### src/rtl/id_ex_stage_reg.sv
// ID/EX pipeline register with valid/ready handshake, optional two-entry skid
// buffer, synchronous flush, bubble-masked control and a saturating stall counter.
module id_ex_stage_reg #(
    parameter int CTRL_W = 9,
    parameter int DATA_W = 70,
    parameter int SKID   = 1,
    parameter int CNT_W  = 16
) (
    input  logic              clk,
    input  logic              rst_n,
    input  logic              flush,
    input  logic              in_valid,
    output logic              in_ready,
    input  logic [CTRL_W-1:0] in_ctrl,
    input  logic [DATA_W-1:0] in_data,
    output logic              out_valid,
    input  logic              out_ready,
    output logic [CTRL_W-1:0] out_ctrl,
    output logic [DATA_W-1:0] out_data,
    output logic [1:0]        occupancy,
    output logic [CNT_W-1:0]  stall_cnt
);

    logic              main_valid;
    logic [CTRL_W-1:0] main_ctrl;
    logic [DATA_W-1:0] main_data;
    logic              skid_valid;
    logic              in_fire;
    logic              out_fire;

    assign in_fire   = in_valid & in_ready;
    assign out_fire  = main_valid & out_ready;
    assign out_valid = main_valid;
    assign out_ctrl  = main_ctrl & {CTRL_W{main_valid}};
    assign out_data  = main_data;
    assign occupancy = {1'b0, main_valid} + {1'b0, skid_valid};

    generate
        if (SKID != 0) begin : g_skid
            logic              skid_v;
            logic [CTRL_W-1:0] skid_ctrl;
            logic [DATA_W-1:0] skid_data;

            // in_ready comes straight from the skid flop, so decode never sees
            // a combinational path back from execute.
            assign in_ready   = !skid_v;
            assign skid_valid = skid_v;

            always_ff @(negedge clk or negedge rst_n) begin
                if (!rst_n) begin
                    main_valid <= 1'b0;
                    main_ctrl  <= '0;
                    main_data  <= '0;
                    skid_v     <= 1'b0;
                    skid_ctrl  <= '0;
                    skid_data  <= '0;
                end else if (flush) begin
                    main_valid <= 1'b0;
                    main_ctrl  <= '0;
                    skid_v     <= 1'b0;
                    skid_ctrl  <= '0;
                end else if (!main_valid) begin
                    if (in_fire) begin
                        main_valid <= 1'b1;
                        main_ctrl  <= in_ctrl;
                        main_data  <= in_data;
                    end
                end else if (out_fire) begin
                    if (skid_v) begin
                        main_ctrl <= skid_ctrl;
                        main_data <= skid_data;
                        skid_v    <= 1'b0;
                        skid_ctrl <= '0;
                    end else if (in_fire) begin
                        main_ctrl <= in_ctrl;
                        main_data <= in_data;
                    end else begin
                        main_valid <= 1'b0;
                        main_ctrl  <= '0;
                    end
                end else if (in_fire) begin
                    skid_v    <= 1'b1;
                    skid_ctrl <= in_ctrl;
                    skid_data <= in_data;
                end
            end
        end else begin : g_noskid
            assign in_ready   = out_ready | !main_valid;
            assign skid_valid = 1'b0;

            always_ff @(negedge clk or negedge rst_n) begin
                if (!rst_n) begin
                    main_valid <= 1'b0;
                    main_ctrl  <= '0;
                    main_data  <= '0;
                end else if (flush) begin
                    main_valid <= 1'b0;
                    main_ctrl  <= '0;
                end else if (in_fire) begin
                    main_valid <= 1'b1;
                    main_ctrl  <= in_ctrl;
                    main_data  <= in_data;
                end else if (out_fire) begin
                    main_valid <= 1'b0;
                    main_ctrl  <= '0;
                end
            end
        end
    endgenerate

    // Performance counter: deliberately ignores flush so stalls survive a redirect.
    always_ff @(negedge clk or negedge rst_n) begin
        if (!rst_n) begin
            stall_cnt <= '0;
        end else if (in_valid && !in_ready && (stall_cnt != {CNT_W{1'b1}})) begin
            stall_cnt <= stall_cnt + CNT_W'(1);
        end
    end

endmodule

### config.mk
export PLATFORM = sky130hd
export DESIGN_NAME = id_ex_stage_reg
export DESIGN_NICKNAME = d
export VERILOG_FILES = /design/src/rtl/id_ex_stage_reg.sv
export SDC_FILE = /design/constraint.sdc
export NUM_CORES = 1
export LEC_CHECK = 0
export ABC_AREA = 1
export CORE_UTILIZATION = 57
export CTS_CLUSTER_SIZE = 25
export DETAILED_ROUTE_END_ITERATION = 10
export DONT_BUFFER_PORTS = 1
export PLACE_DENSITY = 0.72
export REMOVE_ABC_BUFFERS = 1
export SETUP_SLACK_MARGIN = 0.5
export SLEW_MARGIN = 10
export SYNTH_ARGS = -nofsm -noshare
export SYNTH_HDL_FRONTEND = slang
export SYNTH_SLANG_ARGS = --single-unit
### constraint.sdc
create_clock -name clk -period 1.3 [get_ports clk]
set_input_delay 0.26 -clock clk [delete_from_list [all_inputs] [get_ports clk]]
set_output_delay 0.26 -clock clk [all_outputs]
set_load 0.01 [all_outputs]
==> results.cfg <==
[synthesis]
synth.area.top_cells = dfrtn_1 57%, nand2_1 15%, a22oi_1 7.7%
synthMuxAreaShare = 0
yosysMostFrequentCell = nand2_1
synth_seq_cells = 176
synth.distinct_cells = 26
async_reset_ff_frac = 1.00
yosysWarnings = 0
synth_fa_ha_area_frac = 0.00325
synth_edf_count = 0
synth-seq-area-share = 0.572
synth.avg_cell_area_um2 = 8.87
yosys.area_share.simple = 0.171
synth_compound_area_frac = 0.157
ys.flop_type = dfrtn_1
synthCells = 868
syn_area_mm2 = 0.00770
synth_top_area_share = 0.572
synth_top_family_by_area = simple AND/OR/NAND/NOR gates
yosysTopAreaCell = dfrtn_1
synth-xor-area-share = 0.00910
netlist_top_cells_count = 303 x nand2_1, 176 x dfrtn_1, 112 x inv_1

[clock_tree]
path_clk_slew_ns = 0.05
numCtsBuffers = 17
insertion_delay_ns = 0.42
clock_sinks = 176
ctsRootBufferMaster = clkbuf_16
cts-htree-levels = 4
clock_path_buffers = 2
hold_buffers = 0
cts_tree = yes

[drt]
vias_per_cell = 7.51
ant_nets = 0
vias = 9017
drt_wl_total_mm = 42.8
detail_route.first_pass.iterations = 8
drt-initial-drc-count = 1428
drc = 0
routedWlPerCell_um = 35.7

[sta]
min_period_over_period = 1.75
max_freq_mhz = 439
rsz0062_at_grt = true
tightest_slew_ns = 0.552
skew_ns = 0.0116
max_slew_margin = 0.632
setup_slack_ns = -0.976
setup_violations = 275
slew_viol_final = 0
hold_violations = 0
period_needed_ns = 2.28
holdWs_ns = 0.0676

[status]
status = finished, violations left
violations = negative setup slack

[floorplan]
core-area_mm2 = 0.0132
die_h_um = 118
fp-row-count = 42
initial_core_util = 0.584
pin_count = 183
dieArea_mm2 = 0.0140
die_w_um = 118

[grt]
grt_pass1_vias = 7921
grt_overflow = 0
grt_max_degree = 177
antenna_found_initial = 0
grt_use_total = 0.427
grt_pass1_wl_mm = 44.4

[place]
gp_congestion = 0.853
placed_cells = 1055
place_hpwl_mm = 12.1
io_buffers = 0
placed_cell_area_mm2 = 0.00823

[cells_and_area]
drive_above_1_share = 0.513
antenna_cells = 0
syn_to_final_growth_pct = 66.8
nFillCells = 197
finalNetCount = 1097
stdcell_area_mm2 = 0.0128
fin_util = 0.973
stdcell_count = 1200

[setup_path]
worstSetupPathType = flop to flop
crit_path_end_kind = flop
setup.worst_path.start_class = flop
cp_max_fo = 5
cp.required_ns = 2.20
critPathArrivalTime_ns = 3.17

[power]
power.density_mw_per_mm2 = 1410
power_leakage_nw = 6.06
ir_drop_mv = 1.46

[flow_run]
drv_cap = 0

[hold_path]
worstHoldPathType = input port to async pin
[where the power goes]
group / switching (W) / leakage (nW) / internal [W]
Sequential: 0.00160 / 2.14 / 0.00669
Clock: 0.00240 / 0.292 / 0.00301
Combinational: 0.00237 / 3.63 / 0.00204
[placed cells by master (no fill, tap or decap), types with 3 or more instances in the layout]
master / count
inv_1: 100
nand2_4: 30
clkbuf_16: 30
o22ai_4: 38
buf_4: 46
buf_6: 44
inv_4: 7
dfrtn_1: 176
buf_16: 37
nor2_1: 7
nand3_1: 5
clkinv_4: 3
o22ai_1: 3
nand4_1: 6
nand2_1: 170
a21oi_4: 3
inv_6: 4
a22oi_2: 59
inv_2: 8
buf_12: 26
o21ai_2: 12
a22oi_1: 20
clkbuf_8: 3
xnor2_1: 8
nor2_4: 7
o22ai_2: 38
nand2_2: 108
nor2_2: 4
[stage by stage]
| step | setup TNS, ns | power (W) | setup slack (ns) |
|---|---|---|---|
| after CTS | -159.26 | 0.0161 | -0.774 |
| after detailed placement | -99.48 | 0.00967 | -0.588 |
| after global placement | -95.84 | 0.00950 | -0.552 |
| after floorplan | -444.82 | 0.00889 | -2.84 |
| final | -193.18 | 0.0181 | -0.976 |
| after global routing | -197.29 | 0.0184 | -1.11 |
[final timing paths]
path / from / to / slack (ns) / depth (start not counted)
min in group clk: g_skid.skid_data[1] / g_skid.skid_data[1] / 0.47 / 2
worst max register to register: out_valid / g_skid.skid_data[19] / -0.98 / 15
worst min register to register: g_skid.skid_data[1] / g_skid.skid_data[1] / 0.47 / 2
worst max-delay path: out_valid / g_skid.skid_data[19] / -0.98 / 15
worst min-delay path: rst_n / out_data[26] / 0.07 / 0
max in group asynchronous: rst_n / g_skid.skid_data[7] / 0.74 / 0
[area by class of cell]
type / instances / area, um^2 / area share
repair inverters: 1 / 11.3 / 0.000877
clock inverters: 10 / 125 / 0.00974
well taps: 176 / 220 / 0.0172
multi-input cells: 530 / 4400 / 0.343
clock buffers: 22 / 474 / 0.0369
repair buffers: 168 / 2740 / 0.213
flip-flops and latches: 176 / 4400 / 0.343
inverters: 117 / 469 / 0.0365
[registers in the layout (all words and copies together) (netlist names)]
name / count
out_data: 70
main_ctrl: 9
stall_cnt: 16
g_skid.skid_data: 70
out_valid: 1
g_skid.skid_ctrl: 9
g_skid.skid_v: 1
[logic make-up after synthesis]
family | after synthesis
DFF | 176
adders and majority gates | 2
xor gates and xnor gates | 8
buffers and inverters | 165
AOI/OAI and AO/OA | 178
and+or+nand+nor | 339
[worst max-delay path, stage by stage, from the launching register on]
cell	delay, ns
dfrtn_1	0.50
buf_6	0.14
buf_6	0.09
buf_6	0.08
buf_6	0.10
buf_6	0.11
buf_6	0.11
nand2_4	0.07
nand2_4	0.07
nor2_4	0.06
buf_4	0.15
buf_6	0.13
buf_12	0.14
clkbuf_16	0.17
nand2_1	0.08
nand2_1	0.11
[layer usage]
metal	routed length [um]	up-vias	GRT usage	part of all wire
met3	6560	509	0.133	0.15
li1	-	3158	-	-
met5	33	-	0	0.00077
met1	12500	4200	0.493	0.29
met4	5240	2	0.266	0.12
met2	18400	1148	0.694	0.43
[timing repair]
item,CTS,global route
pin swaps,57,45
resized for setup,317,210
cloned,39,16
setup endpoints to repair,275,275
setup buffers,46,12
(Power assumes the default switching activity.)
